## src/rtl/ft2232h_tx_stream_if.sv

```systemverilog
// Bundle of stream-side and FT2232H-side signals for the transmit streamer.
// master = stream source / device model, slave = ft2232h_tx_stream.
interface ft2232h_tx_stream_if #(
    parameter int unsigned DEPTH = 16,
    parameter int unsigned CNT_W = 32
);
    localparam int unsigned LVL_W = $clog2(DEPTH) + 1;

    logic             enable;
    logic             pattern_en;
    logic [7:0]       in_data;
    logic             in_valid;
    logic             in_ready;
    logic             txe_n;
    logic [7:0]       data;
    logic             wr_n;
    logic             siwu_n;
    logic             oe_n;
    logic [CNT_W-1:0] byte_count;
    logic [LVL_W-1:0] level;

    modport master (
        output enable, pattern_en, in_data, in_valid, txe_n,
        input  in_ready, data, wr_n, siwu_n, oe_n, byte_count, level
    );

    modport slave (
        input  enable, pattern_en, in_data, in_valid, txe_n,
        output in_ready, data, wr_n, siwu_n, oe_n, byte_count, level
    );
endinterface

```

## src/rtl/ft2232h_tx_stream.sv

```systemverilog
// Transmit streamer for the FT2232H synchronous FIFO: buffers stream bytes (or an
// internal counting pattern), drives them one per clock while TXE# allows, and pulses
// SIWU# once after the link has gone idle following some traffic.
module ft2232h_tx_stream #(
    parameter int unsigned DEPTH      = 16,
    parameter int unsigned IDLE_FLUSH = 64,
    parameter int unsigned CNT_W      = 32
) (
    input logic                comm_clk,
    input logic                rst_n,
    ft2232h_tx_stream_if.slave bus
);
    localparam int unsigned AW     = $clog2(DEPTH);
    localparam int unsigned LVL_W  = AW + 1;
    localparam int unsigned IDLE_W = 16;

    typedef enum logic [1:0] {StIdle, StSend, StFlush} state_e;

    logic [7:0]        mem_q [DEPTH];
    logic [AW-1:0]     wr_ptr_q, rd_ptr_q;
    logic [LVL_W-1:0]  level_q, level_d;
    logic              stage_vld_q, stage_vld_d;
    logic [7:0]        data_q, data_d;
    logic [7:0]        pat_q;
    logic [CNT_W-1:0]  byte_cnt_q;
    logic [IDLE_W-1:0] idle_cnt_q;
    logic              sent_q;
    logic              rdy_q;
    state_e            state_q;
    logic              siwu_n_q;

    logic fifo_empty, fifo_full, in_ready, push, accept;
    logic load_ok, load_fifo, load_pat, stage_load, idle_inc, flush_go;

    // Handshake and stage-load decisions for the coming edge.
    always_comb begin
        fifo_empty = (level_q == '0);
        fifo_full  = (level_q == LVL_W'(DEPTH));
        // rdy_q keeps in_ready low until the first edge after reset release
        in_ready   = rdy_q & ~fifo_full & ~bus.pattern_en;
        push       = bus.in_valid & in_ready;
        accept     = stage_vld_q & bus.enable & ~bus.txe_n;
        // The stage refills on the accept edge itself; blocked during the flush cycle
        load_ok    = (~stage_vld_q | accept) & (state_q != StFlush);
        load_fifo  = load_ok & ~bus.pattern_en & ~fifo_empty;
        load_pat   = load_ok & bus.pattern_en;
        stage_load = load_fifo | load_pat;
        idle_inc   = ~stage_vld_q & fifo_empty & ~bus.pattern_en;
        // Fires on the edge where the idle count reaches IDLE_FLUSH
        flush_go   = idle_inc & sent_q & (state_q != StFlush) &
                     (idle_cnt_q == IDLE_W'(IDLE_FLUSH - 1));
    end

    // Next FIFO occupancy.
    always_comb begin
        level_d = level_q;
        if (push && !load_fifo) begin
            level_d = level_q + LVL_W'(1);
        end else if (!push && load_fifo) begin
            level_d = level_q - LVL_W'(1);
        end
    end

    // Next output stage contents; the staged byte is only replaced at a free/accept edge.
    always_comb begin
        stage_vld_d = stage_vld_q;
        data_d      = data_q;
        if (load_fifo) begin
            stage_vld_d = 1'b1;
            data_d      = mem_q[rd_ptr_q];
        end else if (load_pat) begin
            stage_vld_d = 1'b1;
            data_d      = pat_q;
        end else if (accept) begin
            stage_vld_d = 1'b0;
        end
    end

    // Buffer storage; contents need no reset since pointers and level define validity.
    always_ff @(posedge comm_clk) begin
        if (push) begin
            mem_q[wr_ptr_q] <= bus.in_data;
        end
    end

    // FIFO pointers, occupancy and output stage.
    always_ff @(posedge comm_clk or negedge rst_n) begin
        if (!rst_n) begin
            wr_ptr_q    <= '0;
            rd_ptr_q    <= '0;
            level_q     <= '0;
            stage_vld_q <= 1'b0;
            data_q      <= 8'h00;
            rdy_q       <= 1'b0;
        end else begin
            if (push) wr_ptr_q <= wr_ptr_q + AW'(1);
            if (load_fifo) rd_ptr_q <= rd_ptr_q + AW'(1);
            level_q     <= level_d;
            stage_vld_q <= stage_vld_d;
            data_q      <= data_d;
            rdy_q       <= 1'b1;
        end
    end

    // Byte counter, pattern source, idle timer and sent-since-flush flag.
    always_ff @(posedge comm_clk or negedge rst_n) begin
        if (!rst_n) begin
            byte_cnt_q <= '0;
            pat_q      <= 8'h00;
            idle_cnt_q <= '0;
            sent_q     <= 1'b0;
        end else begin
            if (accept) byte_cnt_q <= byte_cnt_q + CNT_W'(1);
            if (load_pat) pat_q <= pat_q + 8'd1;
            if (accept) begin
                idle_cnt_q <= '0;
            end else if (idle_inc && idle_cnt_q != '1) begin
                idle_cnt_q <= idle_cnt_q + IDLE_W'(1);
            end
            if (flush_go) begin
                sent_q <= 1'b0;
            end else if (accept) begin
                sent_q <= 1'b1;
            end
        end
    end

    // Link state machine with registered SIWU# strobe.
    always_ff @(posedge comm_clk or negedge rst_n) begin
        if (!rst_n) begin
            state_q  <= StIdle;
            siwu_n_q <= 1'b1;
        end else begin
            siwu_n_q <= 1'b1;
            unique case (state_q)
                StIdle: begin
                    if (flush_go) begin
                        state_q  <= StFlush;
                        siwu_n_q <= 1'b0;
                    end else if (stage_load) begin
                        state_q <= StSend;
                    end
                end
                StSend: begin
                    if (flush_go) begin
                        state_q  <= StFlush;
                        siwu_n_q <= 1'b0;
                    end else if (!stage_vld_q && fifo_empty && !stage_load) begin
                        state_q <= StIdle;
                    end
                end
                StFlush: state_q <= StIdle;
                default: state_q <= StIdle;
            endcase
        end
    end

    assign bus.in_ready   = in_ready;
    assign bus.data       = data_q;
    // Gated combinationally so enable=0 or reset drops WR# without waiting for an edge
    assign bus.wr_n       = ~(stage_vld_q & bus.enable);
    assign bus.siwu_n     = siwu_n_q;
    assign bus.oe_n       = 1'b1;
    assign bus.byte_count = byte_cnt_q;
    assign bus.level      = level_q;
endmodule

```

## src/flat_wrapper.sv

```systemverilog
// flat-port wrapper written by rule: the top's interface ports become plain ports
module ft2232h_tx_stream_flat 
#(
    parameter int unsigned DEPTH      = 16,
    parameter int unsigned IDLE_FLUSH = 64,
    parameter int unsigned CNT_W      = 32
)
  (comm_clk, rst_n, bus_enable, bus_pattern_en, bus_in_data, bus_in_valid, bus_txe_n, bus_in_ready, bus_data, bus_wr_n, bus_siwu_n, bus_oe_n, bus_byte_count, bus_level);
  ft2232h_tx_stream_if #(.DEPTH(DEPTH), .CNT_W(CNT_W)) bus_i ();
  input logic comm_clk;
  input logic rst_n;
  input wire logic [$bits(bus_i.enable)-1:0] bus_enable;
  input wire logic [$bits(bus_i.pattern_en)-1:0] bus_pattern_en;
  input wire logic [$bits(bus_i.in_data)-1:0] bus_in_data;
  input wire logic [$bits(bus_i.in_valid)-1:0] bus_in_valid;
  input wire logic [$bits(bus_i.txe_n)-1:0] bus_txe_n;
  output wire logic [$bits(bus_i.in_ready)-1:0] bus_in_ready;
  output wire logic [$bits(bus_i.data)-1:0] bus_data;
  output wire logic [$bits(bus_i.wr_n)-1:0] bus_wr_n;
  output wire logic [$bits(bus_i.siwu_n)-1:0] bus_siwu_n;
  output wire logic [$bits(bus_i.oe_n)-1:0] bus_oe_n;
  output wire logic [$bits(bus_i.byte_count)-1:0] bus_byte_count;
  output wire logic [$bits(bus_i.level)-1:0] bus_level;
  assign bus_i.enable = bus_enable;
  assign bus_i.pattern_en = bus_pattern_en;
  assign bus_i.in_data = bus_in_data;
  assign bus_i.in_valid = bus_in_valid;
  assign bus_i.txe_n = bus_txe_n;
  assign bus_in_ready = bus_i.in_ready;
  assign bus_data = bus_i.data;
  assign bus_wr_n = bus_i.wr_n;
  assign bus_siwu_n = bus_i.siwu_n;
  assign bus_oe_n = bus_i.oe_n;
  assign bus_byte_count = bus_i.byte_count;
  assign bus_level = bus_i.level;
  ft2232h_tx_stream #(.DEPTH(DEPTH), .IDLE_FLUSH(IDLE_FLUSH), .CNT_W(CNT_W)) u_core (.comm_clk(comm_clk), .rst_n(rst_n), .bus(bus_i));
endmodule
```

## config.mk

```make
export PLATFORM = sky130hd
export DESIGN_NAME = ft2232h_tx_stream_flat
export DESIGN_NICKNAME = d
export VERILOG_FILES = /design/src/rtl/ft2232h_tx_stream_if.sv /design/src/rtl/ft2232h_tx_stream.sv /design/src/flat_wrapper.sv
export SDC_FILE = /design/constraint.sdc
export NUM_CORES = 1
export LEC_CHECK = 0
export ABC_AREA = 0
export CORE_MARGIN = 2
export CORE_UTILIZATION = 55
export CTS_BUF_LIST = sky130_fd_sc_hd__clkbuf_2
export CTS_CLUSTER_SIZE = 28
export DETAILED_ROUTE_END_ITERATION = 7
export DONT_BUFFER_PORTS = 1
export PLACE_DENSITY = 0.7
export SLEW_MARGIN = 0
export SYNTH_ARGS = -nofsm -noshare
export SYNTH_HDL_FRONTEND = slang
export SYNTH_SLANG_ARGS = --single-unit
export TNS_END_PERCENT = 100
```

## constraint.sdc

```tcl
create_clock -name comm_clk -period 3.65 [get_ports comm_clk]
set_input_delay 1.095 -clock comm_clk [delete_from_list [all_inputs] [get_ports comm_clk]]
set_output_delay 1.095 -clock comm_clk [all_outputs]
set_load 0.02 [all_outputs]
```

==> impl_metrics.xml, run 1 <==
<?xml version="1.0" encoding="UTF-8"?>
<metrics>
  <group name="status">
    <metric name="outcome" unit="">completed</metric>
  </group>
  <group name="critical_path">
    <metric name="regToRegStartpoint" unit="">u_core.bus.level[0]$_DFFE_PN0P_</metric>
    <metric name="ff2ff_path_depth" unit="">10</metric>
    <metric name="critical_path.max_fanout" unit="">6</metric>
    <metric name="critPathTopFamily" unit="">flip-flops</metric>
    <metric name="worst-setup-path-type" unit="">register to output pin</metric>
    <metric name="timing.critical_path.buf_inv" unit="">0</metric>
    <metric name="setup.worst_path.end_class" unit="">output pin</metric>
    <metric name="register_to_register_path_setup_slack" unit="ns">0.42</metric>
    <metric name="crit_required" unit="ns">2.55</metric>
    <metric name="setup.worst_path.start_class" unit="">register</metric>
    <metric name="r2r-end" unit="">u_core.bus.level[4]$_DFFE_PN0P_</metric>
    <metric name="cpMaxStageDelayCell" unit="">sky130_fd_sc_hd__dfrtp_1</metric>
    <metric name="cp_data_arrival_time" unit="ns">2.16</metric>
    <metric name="path_cells" unit="">nor4_4 &gt; a21oi_1</metric>
    <metric name="slowest_delay" unit="ns">0.55</metric>
  </group>
  <group name="power_and_ir_drop">
    <metric name="static-leakage-power" unit="uW">0.00378</metric>
    <metric name="power" unit="uW">6120</metric>
    <metric name="ir_drop" unit="uV">330</metric>
    <metric name="pwr_density_cell" unit="nW/um^2">619</metric>
  </group>
  <group name="floorplan">
    <metric name="total_i_o_pin_count" unit="">63</metric>
    <metric name="chipWidth" unit="um">133</metric>
    <metric name="placementRows" unit="">47</metric>
    <metric name="placeableCoreArea" unit="sq um">16500</metric>
    <metric name="design.die.area" unit="sq um">17700</metric>
    <metric name="die_height" unit="um">133</metric>
    <metric name="start_util" unit="%">55.7</metric>
  </group>
  <group name="cells_and_area">
    <metric name="most-common-layout-cells" unit="">128 x sky130_fd_sc_hd__edfxtp_1, 81 x sky130_fd_sc_hd__dfrtp_1, 77 x sky130_fd_sc_hd__clkbuf_2</metric>
    <metric name="drive_above_1_share" unit="%">21.9</metric>
    <metric name="fillCellCount" unit="">1264</metric>
    <metric name="multi_input_comb_area" unit="sq um">3060</metric>
    <metric name="final_net_count" unit="">679</metric>
    <metric name="mostFrequentLayoutCell" unit="">sky130_fd_sc_hd__edfxtp_1</metric>
    <metric name="seqCellArea" unit="sq um">5920</metric>
    <metric name="area.growth.synth_to_final" unit="%">7.84</metric>
  </group>
  <group name="timing">
    <metric name="tightest_slew" unit="ns">0.886</metric>
    <metric name="hold_violations" unit="">0</metric>
    <metric name="fmaxAchievable" unit="GHz">0.307</metric>
    <metric name="layout_worst_path_cycle_share" unit="%">89.2</metric>
    <metric name="max_slew_margin" unit="%">40.9</metric>
    <metric name="min_period" unit="ns">3.25</metric>
    <metric name="fin_tns_setup" unit="ns">0</metric>
    <metric name="final-max-slew-violation-count" unit="">0</metric>
    <metric name="setup-violations-final" unit="">0</metric>
    <metric name="skew" unit="ns">0.0478</metric>
    <metric name="grt_setup_unrepaired" unit="">no</metric>
  </group>
  <group name="clock_network">
    <metric name="clock_path_buffers" unit="">3</metric>
    <metric name="ctsResizeCount" unit="">0</metric>
    <metric name="cts_bufs_inserted" unit="">52</metric>
    <metric name="clock_insertion_delay_worst_skew" unit="ns">0.79</metric>
    <metric name="cts.repair_timing.setup_buffer_count" unit="">0</metric>
    <metric name="clk_pin_slew_worst_paths" unit="ns">0.09</metric>
    <metric name="cts_sinks" unit="">211</metric>
    <metric name="cts.htree.levels" unit="">2</metric>
    <metric name="clock_tree_from_tritoncts" unit="">yes</metric>
    <metric name="holdBufCountCts" unit="">1</metric>
    <metric name="clk_root_buffer_cell" unit="">sky130_fd_sc_hd__clkbuf_2</metric>
  </group>
  <group name="route">
    <metric name="drt_pass1_iterations" unit="">5</metric>
    <metric name="drc" unit="">0</metric>
    <metric name="route.antenna.remaining_nets" unit="">0</metric>
    <metric name="wl_per_cell" unit="um">19.8</metric>
    <metric name="drc_violation_total_after_the_first_tritonroute_iteration" unit="">350</metric>
    <metric name="viasPerCell" unit="">5.87</metric>
    <metric name="via_count" unit="">5356</metric>
    <metric name="finalWirelength" unit="mm">18.1</metric>
  </group>
  <group name="global_routing">
    <metric name="first_global_vias" unit="">5650</metric>
    <metric name="global_route_usage_sum" unit="%">21.0</metric>
    <metric name="grt_start_max_net_pins" unit="">83</metric>
    <metric name="global_route_wire_length_before_repair" unit="mm">29.1</metric>
    <metric name="globalRouteOverflowTotal" unit="">0</metric>
    <metric name="grt_antenna_before_repair" unit="">1</metric>
  </group>
  <group name="synthesis">
    <metric name="synth_flop_cell" unit="">sky130_fd_sc_hd__edfxtp_1</metric>
    <metric name="synth_edf_count" unit="">128</metric>
    <metric name="average_cell_area_after_synthesis" unit="sq um">15.0</metric>
    <metric name="syn_area" unit="sq um">9180</metric>
    <metric name="synth.ff_latch_count" unit="">211</metric>
    <metric name="synthesis.yosys.warnings" unit="">0</metric>
    <metric name="synthDominantCellAreaShare" unit="%">41.9</metric>
    <metric name="synth_seq_area_share" unit="%">64.5</metric>
    <metric name="synth-async-reset-ratio" unit="%">39.3</metric>
    <metric name="post_synth_inst_count" unit="">612</metric>
    <metric name="netlist_top_cells_area" unit="">sky130_fd_sc_hd__edfxtp_1 42%, sky130_fd_sc_hd__dfrtp_1 22%, sky130_fd_sc_hd__mux4_2 7.9%, sky130_fd_sc_hd__xnor2_1 2.4%, sky130_fd_sc_hd__xor2_1 2.2%</metric>
    <metric name="netlist.top_cell.by_area" unit="">sky130_fd_sc_hd__edfxtp_1</metric>
    <metric name="post_synth_num_cell_types" unit="">55</metric>
  </group>
  <group name="placed_design">
    <metric name="dp_hpwl" unit="mm">11.8</metric>
    <metric name="port-buffer-count" unit="">0</metric>
    <metric name="routabilityCongestion" unit="">0.821</metric>
  </group>
  <group name="hold_path">
    <metric name="worst_hold_path_type" unit="">input pin to asynchronous set/reset pin</metric>
  </group>
  <group name="flow_run">
    <metric name="total_of_max_cap_violations" unit="">0</metric>
  </group>
</metrics>
==> layer usage <==
layer | global-route usage (%) | vias up | wire length, um
li1 | - | 2446 | -
met3 | 6.20 | 27 | 1250
met1 | 26.0 | 2693 | 7420
met5 | 0 | - | 0
met2 | 35.7 | 190 | 9070
met4 | 6.86 | 0 | 325
==> worst max-delay path by stage <==
stage                                                 end  cells after the start  slack [ns]                            start
after floorplan           u_core.bus.level[4]$_DFFE_PN0P_                     11        0.38                        bus_txe_n
after global placement    u_core.bus.level[4]$_DFFE_PN0P_                     10        0.38                        bus_txe_n
after detailed placement  u_core.bus.level[4]$_DFFE_PN0P_                     10        0.32                        bus_txe_n
after CTS                                    bus_in_ready                      2        0.31  u_core.bus.level[0]$_DFFE_PN0P_
after global routing                         bus_in_ready                      2        0.20  u_core.bus.level[0]$_DFFE_PN0P_
final                                        bus_in_ready                      2        0.40  u_core.bus.level[0]$_DFFE_PN0P_
==> synthesized netlist by cell type (3+ instances only) <==
cell                       count
sky130_fd_sc_hd__and4_1        7
sky130_fd_sc_hd__nor3_1       17
sky130_fd_sc_hd__nor2b_1       4
sky130_fd_sc_hd__clkbuf_1     10
sky130_fd_sc_hd__buf_1         3
sky130_fd_sc_hd__nand2_1      35
sky130_fd_sc_hd__o211ai_1      8
sky130_fd_sc_hd__nand2b_1      3
sky130_fd_sc_hd__nor4_1        8
sky130_fd_sc_hd__o21ai_0      18
sky130_fd_sc_hd__buf_2         7
sky130_fd_sc_hd__and3_1        9
sky130_fd_sc_hd__inv_1        16
sky130_fd_sc_hd__dfrtp_1      82
sky130_fd_sc_hd__nor2_1       19
sky130_fd_sc_hd__edfxtp_1    128
sky130_fd_sc_hd__and2_1       13
sky130_fd_sc_hd__or3_1         4
sky130_fd_sc_hd__nand4_1      17
sky130_fd_sc_hd__or4_1        10
sky130_fd_sc_hd__buf_4         3
sky130_fd_sc_hd__nand3_1      15
sky130_fd_sc_hd__mux2_2       11
sky130_fd_sc_hd__a21oi_1      13
sky130_fd_sc_hd__mux4_2       32
sky130_fd_sc_hd__xnor2_1      25
sky130_fd_sc_hd__mux2i_1      18
sky130_fd_sc_hd__ha_1         12
sky130_fd_sc_hd__o31ai_1       8
sky130_fd_sc_hd__xor2_1       23
==> logic make-up (layout without fill, tap and decap cells) <==
group | Yosys count | count (layout) | synth area share (%)
AOI/OAI and AO/OA | 59 | 59 | 4.14
xor gates and xnor gates | 48 | 48 | 4.58
adders and majority gates | 13 | 13 | 1.85
buffers and inverters | 42 | 120 | 2.21
DFF | 211 | 211 | 64.5
muxes | 61 | 61 | 11.2
other | 1 | 3 | 0.0409
and+or+nand+nor | 177 | 177 | 11.5
==> area by class of cell <==
| cell class | count | share of cell area (%) |
|---|---|---|
| clock inverter | 16 | 0.923 |
| tap | 220 | 2.78 |
| multi-input combinational | 360 | 30.9 |
| clock buffer | 77 | 3.89 |
| inverter | 16 | 0.607 |
| sequential | 211 | 59.8 |
| timing repair buffer | 11 | 1.04 |
| antenna | 1 | 0.0253 |
==> through the flow <==
step                      hold slack [ns]  utilization, %  worst slack (ns)  cell area, sq um  cells
after floorplan                     0.417               -             0.380              9180    613
after global placement              0.461            57.0             0.379              9390    817
after detailed placement            0.465            57.0             0.316              9390    817
after CTS                           0.109            60.1             0.312              9900    911
after global routing                0.103            60.1             0.197              9900    912
final                               0.181            60.1             0.396              9900    912
==> flip-flops by register name (all words and copies together), names as in the netlist <==
signal,cells
u_core.sent_q,1
u_core.stage_vld_q,1
u_core.bus.data,8
u_core.wr_ptr_q,4
u_core.rd_ptr_q,4
u_core.state_q,2
u_core.bus.level,5
u_core.pat_q,8
u_core.idle_cnt_q,16
u_core.bus.byte_count,32
u_core.bus.siwu_n,1
u_core.mem_q,128
u_core.rdy_q,1
==> power breakdown <==
group	internal, uW	leakage [uW]	switching (uW)
Sequential	2740	0.00222	484
Clock	633	0.000361	916
Combinational	736	0.00120	616
Note: power is estimated with default switching activity, not from simulation.
==> run 2, diff against run 1 <==
--- a/config.mk
+++ b/config.mk
@@ -12,7 +12,7 @@
 export CTS_CLUSTER_SIZE = 28
 export DETAILED_ROUTE_END_ITERATION = 7
 export DONT_BUFFER_PORTS = 1
-export PLACE_DENSITY = 0.7
+export PLACE_DENSITY = 0.75
 export SLEW_MARGIN = 0
 export SYNTH_ARGS = -nofsm -noshare
 export SYNTH_HDL_FRONTEND = slang
==> run 2 against run 1 <==
Count of clock-buffer cells in the layout grew 2. Final cell count is the same. Combinational power grew 6%. Flip-flop and latch count is the same. Cell area grew 0.35%. Largest power group unchanged.
==> impl_metrics.xml, run 2 (same netlist as run 1, synthesis figures left out) <==
<?xml version="1.0" encoding="UTF-8"?>
<metrics>
  <group name="status">
    <metric name="outcome" unit="">completed</metric>
  </group>
  <group name="cells_and_area">
    <metric name="drive_above_1_share" unit="%">22.3</metric>
    <metric name="fin_area" unit="sq um">9930</metric>
    <metric name="final_net_count" unit="">680</metric>
    <metric name="antenna_cells" unit="">0</metric>
    <metric name="multi_input_comb_area" unit="sq um">3060</metric>
    <metric name="fillCellCount" unit="">1275</metric>
    <metric name="seqCellArea" unit="sq um">5920</metric>
    <metric name="most-common-layout-cells" unit="">128 x sky130_fd_sc_hd__edfxtp_1, 81 x sky130_fd_sc_hd__dfrtp_1, 79 x sky130_fd_sc_hd__clkbuf_2</metric>
    <metric name="mostFrequentLayoutCell" unit="">sky130_fd_sc_hd__edfxtp_1</metric>
    <metric name="regMostFlops" unit="">u_core.mem_q</metric>
    <metric name="largest_reg_flops" unit="">128</metric>
    <metric name="postLayoutCoreUtil" unit="%">60.3</metric>
    <metric name="area.growth.synth_to_final" unit="%">8.22</metric>
  </group>
  <group name="critical_path">
    <metric name="setup.worst_path.end_class" unit="">output pin</metric>
    <metric name="cp_data_arrival_time" unit="ns">2.14</metric>
    <metric name="critical_path.max_fanout" unit="">6</metric>
    <metric name="setup.worst_path.start_class" unit="">register</metric>
    <metric name="path_cells" unit="">buf_4 &gt; nor4_4 &gt; a21oi_1</metric>
    <metric name="regToRegStartpoint" unit="">u_core.bus.level[1]$_DFFE_PN0P_</metric>
    <metric name="worst-setup-path-type" unit="">register to output pin</metric>
    <metric name="crit_required" unit="ns">2.55</metric>
    <metric name="setup.worst_path.start" unit="">u_core.bus.level[0]$_DFFE_PN0P_</metric>
    <metric name="slowest_delay" unit="ns">0.50</metric>
    <metric name="cpMaxStageDelayCell" unit="">sky130_fd_sc_hd__nor4_4</metric>
  </group>
  <group name="global_routing">
    <metric name="first_global_vias" unit="">5591</metric>
    <metric name="grt_start_max_net_pins" unit="">83</metric>
    <metric name="grt_antenna_before_repair" unit="">0</metric>
    <metric name="globalRouteOverflowTotal" unit="">0</metric>
    <metric name="global_route_usage_sum" unit="%">21.2</metric>
    <metric name="global_route_wire_length_before_repair" unit="mm">29.1</metric>
  </group>
  <group name="timing">
    <metric name="grt_setup_unrepaired" unit="">no</metric>
    <metric name="worst_hold_slack" unit="ns">0.182</metric>
    <metric name="final-max-slew-violation-count" unit="">0</metric>
    <metric name="fmaxAchievable" unit="GHz">0.309</metric>
    <metric name="min_period" unit="ns">3.24</metric>
    <metric name="layout_worst_path_cycle_share" unit="%">88.7</metric>
    <metric name="max_slew_margin" unit="%">45.1</metric>
    <metric name="setup_ws_post_layout" unit="ns">0.411</metric>
    <metric name="tightest_slew" unit="ns">0.820</metric>
    <metric name="skew" unit="ns">0.0665</metric>
    <metric name="hold_violations" unit="">0</metric>
    <metric name="setup-violations-final" unit="">0</metric>
    <metric name="fin_tns_setup" unit="ns">0</metric>
  </group>
  <group name="clock_network">
    <metric name="clock_path_buffers" unit="">3</metric>
    <metric name="cts_sinks" unit="">211</metric>
    <metric name="ctsResizeCount" unit="">0</metric>
    <metric name="cts_bufs_inserted" unit="">52</metric>
    <metric name="clock_tree_from_tritoncts" unit="">yes</metric>
    <metric name="clk_pin_slew_worst_paths" unit="ns">0.10</metric>
    <metric name="clk_root_buffer_cell" unit="">sky130_fd_sc_hd__clkbuf_2</metric>
    <metric name="clock_insertion_delay_worst_skew" unit="ns">0.80</metric>
    <metric name="cts.htree.levels" unit="">2</metric>
  </group>
  <group name="power_and_ir_drop">
    <metric name="static-leakage-power" unit="uW">0.00381</metric>
    <metric name="pwr_density_cell" unit="nW/um^2">627</metric>
    <metric name="ir_drop" unit="uV">354</metric>
  </group>
  <group name="route">
    <metric name="finalWirelength" unit="mm">18.1</metric>
    <metric name="wl_per_cell" unit="um">19.8</metric>
    <metric name="drc" unit="">0</metric>
    <metric name="drt_pass1_iterations" unit="">4</metric>
    <metric name="viasPerCell" unit="">5.88</metric>
    <metric name="route.antenna.remaining_nets" unit="">0</metric>
    <metric name="drc_violation_total_after_the_first_tritonroute_iteration" unit="">333</metric>
    <metric name="via_count" unit="">5366</metric>
  </group>
  <group name="placed_design">
    <metric name="pre_cts_ws" unit="ns">0.303</metric>
    <metric name="routabilityCongestion" unit="">0.823</metric>
    <metric name="placed_area" unit="sq um">9400</metric>
    <metric name="dp_hpwl" unit="mm">11.6</metric>
    <metric name="port-buffer-count" unit="">0</metric>
  </group>
  <group name="floorplan">
    <metric name="design.die.area" unit="sq um">17700</metric>
    <metric name="die_height" unit="um">133</metric>
    <metric name="chipWidth" unit="um">133</metric>
    <metric name="total_i_o_pin_count" unit="">63</metric>
    <metric name="start_util" unit="%">55.7</metric>
    <metric name="placementRows" unit="">47</metric>
    <metric name="placeableCoreArea" unit="sq um">16500</metric>
  </group>
  <group name="flow_run">
    <metric name="total_of_max_cap_violations" unit="">0</metric>
  </group>
  <group name="hold_path">
    <metric name="worst_hold_path_type" unit="">input pin to asynchronous set/reset pin</metric>
  </group>
</metrics>
-- run 2: metrics by stage --
step	total power, uW	cells
3_5_place_dp	4630	818
3_3_place_gp	4570	818
4_1_cts	6300	912
6_report	6230	912
2_1_floorplan	4240	613
5_1_grt	6560	912
-- run 2: timing repair --
action,in CTS,in global routing
buffers inserted,0,0
endpoints found under the setup margin,0,0
endpoints found under the hold margin,82,0
hold buffers,1,0
-- run 2: final timing paths --
path	to	slack (ns)	cells after the start
worst max-delay path	bus_in_ready	0.41	3
worst min-delay path	u_core.bus.siwu_n$_DFF_PN1_	0.18	0
worst max register to register	u_core.bus.level[4]$_DFFE_PN0P_	0.44	10
worst min register to register	u_core.pat_q[7]$_DFFE_PN0P_	0.49	1
max in group asynchronous	u_core.bus.level[4]$_DFFE_PN0P_	3.07	1
min in group comm_clk	u_core.mem_q[5][7]$_DFFE_PP_	0.38	0
-- run 2: routing by layer --
| layer | wire [um] | part of all wire (%) | vias up | track usage, % |
|---|---|---|---|---|
| met5 | 0 | 0 | - | 0 |
| met4 | 401 | 2.2 | 0 | 8.22 |
| met3 | 1170 | 6.5 | 35 | 5.86 |
| met2 | 9050 | 50 | 165 | 35.0 |
| met1 | 7450 | 41 | 2719 | 26.9 |
| li1 | - | - | 2447 | - |
-- run 2: final cells by class --
type,instances,area share [%]
Timing Repair Buffer,12,1.11
Tap cell,220,2.77
Multi-Input combinational cell,360,30.8
Sequential cell,211,59.6
Clock buffer,79,3.98
Clock inverter,14,1.12
Inverter,16,0.605
-- run 2: critical path: cells and delay by family, from the launching register on --
kind | cells | cell delay [ns]
AO/OA/AOI/OAI | 1 | 0.31
flip-flops | 1 | 0.39
AND/OR/NAND/NOR | 1 | 0.50
buffers and inverters | 1 | 0.18
-- run 2: report_power, final --
group	switching (uW)	total, uW	internal (uW)
Sequential	416	3150	2740
Combinational	689	1430	743
Clock	925	1640	716
==> RTL edit, RTL diff (flow settings as in run 1) <==
`DEPTH` is set to 16 in 3 places; all go to 32.
--- a/src/rtl/ft2232h_tx_stream_if.sv
+++ b/src/rtl/ft2232h_tx_stream_if.sv
@@ -2,5 +2,5 @@
 // master = stream source / device model, slave = ft2232h_tx_stream.
 interface ft2232h_tx_stream_if #(
-    parameter int unsigned DEPTH = 16,
+    parameter int unsigned DEPTH = 32,
     parameter int unsigned CNT_W = 32
 );
--- a/src/rtl/ft2232h_tx_stream.sv
+++ b/src/rtl/ft2232h_tx_stream.sv
@@ -3,5 +3,5 @@
 // SIWU# once after the link has gone idle following some traffic.
 module ft2232h_tx_stream #(
-    parameter int unsigned DEPTH      = 16,
+    parameter int unsigned DEPTH      = 32,
     parameter int unsigned IDLE_FLUSH = 64,
     parameter int unsigned CNT_W      = 32
--- a/src/flat_wrapper.sv
+++ b/src/flat_wrapper.sv
@@ -2,5 +2,5 @@
 module ft2232h_tx_stream_flat 
 #(
-    parameter int unsigned DEPTH      = 16,
+    parameter int unsigned DEPTH      = 32,
     parameter int unsigned IDLE_FLUSH = 64,
     parameter int unsigned CNT_W      = 32
Ports: changed (resized bus_level); port bits go from 63 to 64. No check against the original RTL was run, so the function may have changed too.
==> RTL edit against run 1 <==
- maximum frequency shrank 4.7%
- utilization grew 1.7 points
- area after synthesis is 54% higher
- sequential cell count is 131 higher
- sequential share of layout area is 3.4 points higher
- synthesized cell count grew 40%
- total power up 65%
- final area up 57%
- worst setup slack lost 0.16 ns
- routed wire length grew 61%
- largest cell class unchanged
- highest routed layer unchanged
==> RTL edit: results (changes against run 1) <==
Routing
  • Routed WL: 29,100 um (+61%)
  • Met1 wire length: 11,900 um (+61%)
  • Met2 routed WL: 14,300 um (+57%)
  • Via count: 7,964 (+49%)
  • Drt wl/cell: 21.7 um (+9.4%)
  • DR iter-0 viols: 680 (+94%)

Cells and area
  • Clkbuf count: 128 (+66%)
  • Clk cell area share: 5.28% (+0.46 points)
  • # nets final: 981 (+44%)
  • Final core occ: 61.8% (+1.7 points)
  • Inverter count: 15 (-1)
  • Seq/total area: 63.2% (+3.4 points)
  • Fill cells: 1,848 (+46%)
  • Buffer share of cell area: 2.44% (+1.4 points)
  • Multi-input gate area: 4050 sq um (+32%)
  • Buffers, non-clock: 46 (+35)
  • Largest register FFs: 256 (+100%)
  • Multi-In Gates: 464 (+29%)

Global route
  • Vias in the first global route: 8,364 (+48%)
  • GR Layer Usage met2: 36.7% (+1.1 points)
  • Largest net degree at the start of global routing: 86 (+3.6%)
  • Met1 GRT Util: 29.0% (+3.1 points)
  • Gr usage total: 22.4% (+1.4 points)
  • Global routing usage on met3: 6.49% (+0.29 points)

Clock tree
  • CTS buffer count: 84 (+62%)
  • # hold bufs at CTS: 2 (+1)
  • CTS H-tree depth: 3 (+1)
  • Reg clk slew, reported paths: 0.11 ns (+0.02 ns)
  • Root buffer cell: clkbuf_2
  • Setup Buffers After CTS: 0 (unchanged)
  • Clk Latency, worst-skew pair: 0.89 ns (+0.10 ns)

Yosys
  • Post-Synth XOR/XNOR Area: 3.72% (-0.86 points)
  • Synthesized netlist cell count: 858 (+40%)
  • Register bit total from synthesis: 342 (+62%)
  • Commonest cells in the netlist: edfxtp_1 (256), dfrtp_1 (85), nor2_1 (70), mux4_2 (62), nand2_1 (48)
  • Post-synthesis async set-or-reset flop share: 25.1% (-14 points)
  • Register area share after synthesis: 69.7% (+5.2 points)
  • Multiplexer share of the synthesized area: 12.9% (+1.7 points)
  • Compound-cell area share of the yosys netlist: 2.65% (-1.5 points)
  • Adder-cell share of the synthesized area: 1.29% (-0.56 points)
  • EDFF count, synth: 256 (+100%)

Worst setup path
  • Arrival time at the worst endpoint: 4.19 ns (+2.03 ns)
  • Reg2reg path depth: 12 (+2)
  • Reg2Reg Setup Slack: 0.24 ns (-0.18 ns)
  • End of the critical path: u_core.bus.level[5]$_DFFE_PN0P_
  • Launch point of the worst path: u_core.bus.level[1]$_DFFE_PN0P_
  • R2r endpoint: u_core.bus.level[5]$_DFFE_PN0P_

Placement
  • Global placer's final weighted congestion: 0.792 (-3.4%)
  • Placement Cell Area: 14,700 sq um (+57%)
  • Dpl cells: 1,195 (+46%)
  • DP Worst Slack: 0.206 ns (-0.110 ns)

Power
  • Peak supply drop: 0.346 mV (+4.9%)
  • Leak: 5.69 nW (+50%)

Floorplan
  • Die width: 164 um (+23%)

Timing
  • Worst Skew: 0.0589 ns (+0.0112 ns)
  • FMAX: 0.293 GHz (-4.7%)
  • Relative slew slack: 31.1% (-9.8 points)

Run status
  • Run status: finished clean
## RTL edit: changes by cell type in the layout (fill, tap and decap cells not counted), moves of 6 or more
cell / change
and2_1: -11
buf_4: +33
clkbuf_2: +51
edfxtp_1: +128
mux2_2: -7
mux2i_1: +20
mux4_2: +30
nand2_1: +13
nand3_1: +14
nor2_1: +51
o21ai_0: -7
o31ai_1: -6
or4_1: -6
xnor2_1: +11
## RTL edit: power by group
group | internal (mW) | leakage [nW] | switching [mW]
Combinational | 1.21 | 1.66 | 1.27
Clock | 1.20 | 0.610 | 1.46
Sequential | 4.42 | 3.42 | 0.541
## RTL edit: how the worst min path moves through the flow
| stage | startpoint | endpoint | slack, ns |
|---|---|---|---|
| 6_report | rst_n | u_core.idle_cnt_q[11]$_DFFE_PN0P_ | 0.08 |
| 5_1_grt | rst_n | u_core.sent_q$_DFFE_PN0P_ | 0.07 |
| 4_1_cts | rst_n | u_core.sent_q$_DFFE_PN0P_ | 0.06 |
| 3_5_place_dp | u_core.state_q[1]$_DFFE_PN0P_ | u_core.state_q[0]$_DFFE_PN0P_ | 0.45 |
| 3_3_place_gp | u_core.state_q[1]$_DFFE_PN0P_ | u_core.state_q[0]$_DFFE_PN0P_ | 0.45 |
| 2_1_floorplan | u_core.state_q[1]$_DFFE_PN0P_ | u_core.state_q[0]$_DFFE_PN0P_ | 0.41 |
## RTL edit: worst max-delay path: stages (launching register included)
cell      delay (ns)
dfrtp_1         0.38
or4_4           0.55
or3_1           0.39
and3_1          0.22
clkinv_2        0.06
ha_1            0.29
inv_1           0.16
ha_1            0.30
a21o_1          0.11
a21oi_1         0.10
or4_1           0.50
nand3_1         0.13
xor2_1          0.14
